===== config.mk =====
export PLATFORM = sky130hd
export DESIGN_NAME = fp16_dot_accum
export DESIGN_NICKNAME = d
export VERILOG_FILES = /design/src/rtl/fp16_dot_accum.sv
export SDC_FILE = /design/constraint.sdc
export NUM_CORES = 1
export LEC_CHECK = 0
export ABC_AREA = 1
export BUFFER_PORTS_ARGS = -buffer_cell sky130_fd_sc_hd__buf_2
export CAP_MARGIN = 20
export CORE_UTILIZATION = 33
export CTS_CLUSTER_SIZE = 14
export DETAILED_ROUTE_END_ITERATION = 8
export GPL_TIMING_DRIVEN = 1
export PLACE_DENSITY_LB_ADDON = 0.12
export SYNTH_ARGS = -nofsm -noshare
export SYNTH_HDL_FRONTEND = slang
export SYNTH_SLANG_ARGS = --single-unit

===== constraint.sdc =====
create_clock -name clk -period 8.8 [get_ports clk]
set_input_delay 1.32 -clock clk [delete_from_list [all_inputs] [get_ports clk]]
set_output_delay 1.32 -clock clk [all_outputs]
set_load 0.02 [all_outputs]

===== src/rtl/fp16_dot_accum.sv =====
// rtl/fp16_dot_accum.sv - FP16 four-lane product reducer and VEC_LEN-beat fixed-point dot-product accumulator
module fp16_dot_accum #(
    parameter int VEC_LEN = 4,
    parameter int FRAC    = 16,
    parameter int ACC_W   = 48
) (
    input  logic             clk,
    input  logic             rst,
    input  logic             in_valid,
    input  logic [15:0]      qa,
    input  logic [15:0]      qb,
    input  logic [15:0]      qc,
    input  logic [15:0]      qd,
    input  logic             clear,
    output logic             out_valid,
    output logic [ACC_W-1:0] result,
    output logic             ovf
);
    localparam int LANE_W = FRAC + 17;
    localparam int SUM_W  = LANE_W + 2;
    localparam int CNT_W  = (VEC_LEN > 1) ? $clog2(VEC_LEN) : 1;

    // Lane value is {1,mant} * 2^(exp-25+FRAC), truncated toward zero before the sign is applied.
    function automatic logic [LANE_W-1:0] fp_to_fix(input logic [15:0] f);
        logic [LANE_W-1:0] mag;
        int                sh;
        mag = {{(LANE_W-11){1'b0}}, 1'b1, f[9:0]};
        sh  = int'({27'd0, f[14:10]}) + FRAC - 25;
        if (sh >= 0) mag = mag << sh;
        else         mag = mag >> (-sh);
        if (f[14:10] == 5'd0 || f[14:10] == 5'd31) mag = '0;
        return f[15] ? (~mag + 1'b1) : mag;
    endfunction

    function automatic logic [SUM_W-1:0] sext_lane(input logic [LANE_W-1:0] v);
        return {{2{v[LANE_W-1]}}, v};
    endfunction

    logic [CNT_W-1:0]  cnt_q, cnt_d;
    logic              s1_valid_q, s1_valid_d, s1_special_q, s1_special_d;
    logic              s1_last_q, s1_last_d, s1_first_q, s1_first_d;
    logic [LANE_W-1:0] s1_lane_q [4];
    logic [LANE_W-1:0] s1_lane_d [4];
    logic              s2_valid_q, s2_valid_d, s2_special_q, s2_special_d;
    logic              s2_last_q, s2_last_d, s2_first_q, s2_first_d;
    logic [ACC_W-1:0]  s2_sum_q, s2_sum_d;
    logic              s3_valid_q, s3_valid_d, s3_last_q, s3_last_d;
    logic [ACC_W-1:0]  acc_q, acc_d;
    logic              sticky_q, sticky_d;
    logic              out_valid_q, out_valid_d, ovf_q, ovf_d;
    logic [ACC_W-1:0]  result_q, result_d;

    logic              last_in;
    logic [SUM_W-1:0]  lane_sum;
    logic [ACC_W-1:0]  acc_base;
    logic              sticky_base;

    always_comb begin
        last_in      = (cnt_q == CNT_W'(VEC_LEN - 1));
        cnt_d        = cnt_q;
        if (clear)         cnt_d = '0;
        else if (in_valid) cnt_d = last_in ? '0 : cnt_q + 1'b1;

        s1_valid_d   = in_valid & ~clear;
        s1_last_d    = last_in;
        s1_first_d   = (cnt_q == '0);
        s1_lane_d[0] = fp_to_fix(qa);
        s1_lane_d[1] = fp_to_fix(qb);
        s1_lane_d[2] = fp_to_fix(qc);
        s1_lane_d[3] = fp_to_fix(qd);
        s1_special_d = (&qa[14:10]) | (&qb[14:10]) | (&qc[14:10]) | (&qd[14:10]);

        lane_sum     = sext_lane(s1_lane_q[0]) + sext_lane(s1_lane_q[1])
                     + sext_lane(s1_lane_q[2]) + sext_lane(s1_lane_q[3]);
        s2_valid_d   = s1_valid_q & ~clear;
        s2_sum_d     = {{(ACC_W-SUM_W){lane_sum[SUM_W-1]}}, lane_sum};
        s2_special_d = s1_special_q;
        s2_last_d    = s1_last_q;
        s2_first_d   = s1_first_q;

        // The first beat of a group restarts both the sum and the sticky overflow.
        acc_base     = s2_first_q ? '0 : acc_q;
        sticky_base  = s2_first_q ? 1'b0 : sticky_q;
        acc_d        = acc_q;
        sticky_d     = sticky_q;
        s3_valid_d   = 1'b0;
        s3_last_d    = s3_last_q;
        if (s2_valid_q && !clear) begin
            acc_d      = acc_base + s2_sum_q;
            sticky_d   = sticky_base | s2_special_q
                       | ((acc_base[ACC_W-1] == s2_sum_q[ACC_W-1]) &&
                          (acc_d[ACC_W-1] != acc_base[ACC_W-1]));
            s3_valid_d = 1'b1;
            s3_last_d  = s2_last_q;
        end

        out_valid_d  = s3_valid_q & s3_last_q;
        result_d     = out_valid_d ? acc_q : result_q;
        ovf_d        = out_valid_d ? sticky_q : ovf_q;
    end

    always_ff @(posedge clk or posedge rst) begin
        if (rst) begin
            cnt_q        <= '0;
            s1_valid_q   <= 1'b0;
            s1_special_q <= 1'b0;
            s1_last_q    <= 1'b0;
            s1_first_q   <= 1'b0;
            for (int i = 0; i < 4; i++) s1_lane_q[i] <= '0;
            s2_valid_q   <= 1'b0;
            s2_special_q <= 1'b0;
            s2_last_q    <= 1'b0;
            s2_first_q   <= 1'b0;
            s2_sum_q     <= '0;
            s3_valid_q   <= 1'b0;
            s3_last_q    <= 1'b0;
            acc_q        <= '0;
            sticky_q     <= 1'b0;
            out_valid_q  <= 1'b0;
            result_q     <= '0;
            ovf_q        <= 1'b0;
        end else begin
            cnt_q        <= cnt_d;
            s1_valid_q   <= s1_valid_d;
            s1_special_q <= s1_special_d;
            s1_last_q    <= s1_last_d;
            s1_first_q   <= s1_first_d;
            for (int i = 0; i < 4; i++) s1_lane_q[i] <= s1_lane_d[i];
            s2_valid_q   <= s2_valid_d;
            s2_special_q <= s2_special_d;
            s2_last_q    <= s2_last_d;
            s2_first_q   <= s2_first_d;
            s2_sum_q     <= s2_sum_d;
            s3_valid_q   <= s3_valid_d;
            s3_last_q    <= s3_last_d;
            acc_q        <= acc_d;
            sticky_q     <= sticky_d;
            out_valid_q  <= out_valid_d;
            result_q     <= result_d;
            ovf_q        <= ovf_d;
        end
    end

    assign out_valid = out_valid_q;
    assign result    = result_q;
    assign ovf       = ovf_q;
endmodule


======== After elaboration in Yosys (flattened, before gate mapping) ========
Index checks and enable logic that the tools add are counted.
Widths: inputs -> output; s select.
word-level totals
  register bits after elaboration ......... 278
  bits in latches ......................... 0
  memory bits (writable) .................. 0
  ROM bits ................................ 0
  input bits .............................. 68
  output and inout bits ................... 50
  word-level logic and storage cells ...... 109
  memories ................................ 0
cells by class
  add/subtract/negate cells ............... 21
  $mul .................................... 0
  divide/modulo/power cells ............... 0
  $lt $le $gt $ge ......................... 4
  equality and inequality tests ........... 7
  shift-type cells ........................ 8
  mux-type cells .......................... 18
  bitwise logic cells ..................... 13
  reduce and logical (&&, ||, !) cells .... 17
operators with widths
  kind                   count
  $mux 33                12
  $add 33x1->33 const B  4
  $not 33->33            4
  $shl 11x32->33         4
  $shr 11x32->33         4
  $neg 7->32             4
  $add 48x48->48         1
  $mux 48                1
  $add 34x33->35         1
  $add 35x35->35         1
  $add 33x33->34         1
  $ge 7x1->1 const B     4
  $sub 6x5->7 const B    4
  $add 5x5->6 const B    4
  $eq 5x5->1 const B     4
  $logic_not 5->1        4
  $reduce_and 5->1       4
  $mux 2                 3
  $or 1x1->1             5
  $logic_or 1x1->1       4
  $and 1x1->1            3
  $add 2x1->2 const B    1
  $eq 2x2->1 const B     1
  $logic_and 1x1->1      2
  other kinds (7)        8

======== Longest topological paths before layout ========
  word-level depth ........................ 9
  gate-level depth with buffers ........... 34
  depth with buffers taken out ............ 31

======== Least setup slack after synthesis ========
OpenSTA, ideal clock, no wires.
  path type ............................... input port to flip-flop
  start point ............................. input qc[10]
  end point ............................... register s1_lane_q[43] in the netlist's numbering
  library setup time ...................... 0.131 ns
  arrival ................................. 5.109 ns
  required time ........................... 8.669 ns
  setup slack ............................. 3.560 ns
  stages .................................. 31
  path buffers ............................ 4
  cell sequence ........................... buf_4 inv_4 buf_2 ha_1 nand2_2 nand2_1 nand2_2 nand2_2 inv_1 clkbuf_1 nand4_1 ha_1 inv_1 nor4_1 nand2_1 nor2_1 buf_2 and2_1 nand3_1 nand2_1 nand2_1 nand2_1 nand3_1 nand2_1 inv_1 ha_1 nand3_1 inv_1 nand2_1 o21ai_0 xor2_1
RTL lines
  what             line  RTL
  start, declared  12    input logic [15:0] qc,
  end, declared    42    logic [LANE_W-1:0] s1_lane_q [4];

==> flow_metrics.env <==
export IMPL_outcome="finished, final reports clean"
export IMPL_finalHoldViolations=0
export IMPL_synth_most_common_cell="nand2_1"
export IMPL_cts_setup_buffers=0
export IMPL_synth_edff_count=0
export IMPL_yosys_area_top_type="dfrtp_1"
export IMPL_r2r_cells=16
export IMPL_crit_path_end_kind="register"
export IMPL_worst_pin_slew_ps=1040
export IMPL_cp_max_fo=26
export IMPL_p_leak_nw=14.6
export IMPL_finalNonFillerCells=5011
export IMPL_tns_ps=0
export IMPL_synth_xor_area_share_pct=4.74
export IMPL_dp_cells=4950
export IMPL_hold_path_end="s2_last_q$_DFF_PP0_"
export IMPL_core_mm2=0.0776
export IMPL_clock_skew_ps=29.9
export IMPL_rsz0062_at_grt="no"
export IMPL_place_hpwl_mm=69.4
export IMPL_antenna_found_initial=1
export IMPL_gr_total_overflow=0
export IMPL_gp_congestion=0.922
export IMPL_ctsLongestPathBuffers=3
export IMPL_fmax_mhz=158
export IMPL_finalMaxSlewViolations=0
export IMPL_async_reset_ff_share_pct=100
export IMPL_die_h_um=282
export IMPL_drive_gt1_share_pct=8.36
export IMPL_synth_ff_type="dfrtp_1"
export IMPL_viasPerCell=5.01
export IMPL_rows=102
export IMPL_worstHoldStart="s1_last_q$_DFF_PP0_"
export IMPL_netlist_area_leader_share_pct=26.8
export IMPL_initial_core_util_pct=33.4
export IMPL_ys_seq_area_share_pct=26.8
export IMPL_ios=118
export IMPL_syn_to_final_growth_pct=10.0
export IMPL_relSlewSlack_pct=30.2
export IMPL_cp_arrival_ps=6740
export IMPL_muxShareOfSynthArea_pct=0.0386
export IMPL_drtIter0Drc=1658
export IMPL_critPathKind="in2reg"
export IMPL_slowest_delay_ps=620
export IMPL_clock_sinks=278
export IMPL_dieArea_mm2=0.0797
export IMPL_r2r_end="s2_sum_q[23]$_DFF_PP0_"
export IMPL_r2r_slack_ps=4130
export IMPL_synth_compound_gate_area_share_pct=11.2
export IMPL_grt_max_degree=74
export IMPL_synth_fa_ha_area_share_pct=11.6
export IMPL_grt_total_usage_pct=21.1
export IMPL_cts_hold_buf=0
export IMPL_p_per_area_mw_per_mm2=266
export IMPL_yosys_warnings=0
export IMPL_fin_crit_ps=6310
export IMPL_ir_drop_uv=131
export IMPL_clock_latency_ps=560
export IMPL_ys_ff_latch=278
export IMPL_synth_area_top_cells="dfrtp_1, nand2_1, nand3_1, ha_1, inv_1"
export IMPL_min_period_over_period_pct=71.7
export IMPL_hold_slack_ps=347
export IMPL_required_ps=9230
export IMPL_hp_class="reg2reg"
export IMPL_dr_pass1_iters=5
export IMPL_grt_pass1_vias=24009
export IMPL_dieWidth_um=282
export IMPL_cts_tree="built"
export IMPL_io_buffers=117
export IMPL_drc=0
export IMPL_crit_path_start="qb[10]"
export IMPL_numCtsBuffers=35
export IMPL_cts_repair_resized=0
export IMPL_clkSlewWorstSetupHoldPaths_ps=60
export IMPL_rr_startpoint="s1_lane_q[67]$_DFF_PP0_"
export IMPL_wirelength_mm=84.6
export IMPL_ys_top_cells_by_count="nand2_1, inv_1, nand3_1"
export IMPL_drv_cap=0
export IMPL_drtAntennaViolNets=0
export IMPL_synth_simple_area_share_pct=37.6
export IMPL_critical_path_most_common_cell="nand2_1"
export IMPL_startpoint_type="input pin"
export IMPL_syn_avg_cell_area_um2=6.67
export IMPL_hold_depth=0
export IMPL_slowest_stage="nand2_1"
export IMPL_syn_inst=3892
export IMPL_final_nets=4214
export IMPL_num_vias=25110
export IMPL_grt_pass1_wl_mm=133
export IMPL_syn_num_nets=4159
export IMPL_detail_route_wl_per_cell_um=16.9
export IMPL_synthesis_area_mm2=0.0259
export IMPL_synth_distinct_cells=60
export IMPL_cts_root_buf="clkbuf_16"
export IMPL_h_tree_depth=2
export IMPL_setup_violations_final=0
export IMPL_synth_top_family_by_area="simple AND/OR/NAND/NOR gates"
-- critical path, delay by kind of cell --
| family | cells | cell delay, ps |
|---|---|---|
| buf+inv | 5 | 1060 |
| simple gates | 19 | 3400 |
| compound gates | 1 | 120 |
| fa+ha+maj | 3 | 820 |
-- cells in the final DEF, fill, tap and decap left out, types with 11 or more instances in the layout --
cell type / n
nand2_1: 1202
inv_1: 369
nand3_1: 361
nor2_1: 354
dfrtp_1: 278
o21ai_0: 256
a21oi_1: 147
ha_1: 131
nand4_1: 121
buf_2: 117
xor2_1: 80
fa_1: 68
xnor2_1: 49
nor3_1: 42
a31oi_1: 35
clkbuf_16: 35
nand2_2: 33
nor2_2: 24
or2_2: 22
inv_2: 21
o21ai_1: 19
o211ai_1: 16
nand3b_1: 13
buf_4: 13
nand2_4: 12
nor4_1: 11
-- sequential cells by signal, summed over array words and instances, names as in the netlist --
| name | flops |
|---|---|
| s2_first_q | 1 |
| cnt_q | 2 |
| s2_last_q | 1 |
| s1_last_q | 1 |
| s3_valid_q | 1 |
| out_valid | 1 |
| s2_valid_q | 1 |
| s3_last_q | 1 |
| s1_valid_q | 1 |
| sticky_q | 1 |
| acc_q | 48 |
| result | 48 |
| s1_first_q | 1 |
| s2_sum_q | 35 |
| ovf | 1 |
| s2_special_q | 1 |
| s1_lane_q | 132 |
| s1_special_q | 1 |
-- metal layers --
layer / vias to the layer above / GRT usage (%) / wire length [um]
li1: 12867 / - / -
met1: 11726 / 29.1 / 40500
met2: 438 / 35.7 / 40300
met3: 79 / 1.81 / 2460
met4: 0 / 4.42 / 1410
met5: - / 0 / 0
-- worst max path at each step --
stage                                    endpoint  slack, ps  cells after the start
after global placement    s1_lane_q[98]$_DFF_PP0_       1940                     28
after CTS                 s1_lane_q[90]$_DFF_PP0_       2520                     27
after detailed placement  s1_lane_q[90]$_DFF_PP0_       1950                     27
after floorplan           s1_lane_q[43]$_DFF_PP0_       3560                     31
final                     s1_lane_q[98]$_DFF_PP0_       2490                     28
after global routing      s1_lane_q[98]$_DFF_PP0_       1790                     28
-- stage by stage --
stage	worst slack, ps	power (mW)	cell area, um2	utilization (%)
after floorplan	3560	4.97	25900	-
after global placement	1940	6.17	27400	35.3
after detailed placement	1950	6.17	27400	35.3
after CTS	2520	7.66	28500	36.8
after global routing	1790	8.31	28500	36.8
final	2490	7.60	28500	36.8
-- power breakdown --
part	leakage (nW)	total (mW)	switching, mW	internal (mW)
Clock	0.560	1.45	0.578	0.869
Combinational	10.6	4.30	2.79	1.51
Sequential	3.42	1.86	0.229	1.63
-- logic make-up after synthesis --
| logic type | Yosys count |
|---|---|
| AND/OR/NAND/NOR | 2234 |
| AO/OA/AOI/OAI | 532 |
| buffers and inverters | 515 |
| flip-flops | 278 |
| adder cells (fa/ha/maj) | 199 |
| XOR/XNOR | 133 |
| multiplexers | 1 |
-- area by class of cell --
cell class | count | area [um2]
multi-input combinational | 3099 | 16900
inverter | 403 | 1520
timing repair buffer | 130 | 683
fill | 8579 | 49100
antenna | 1 | 2.50
clock buffer | 46 | 967
tap | 1040 | 1300
sequential | 278 | 6960
clock inverter | 14 | 184
(Power assumes the default switching activity.)
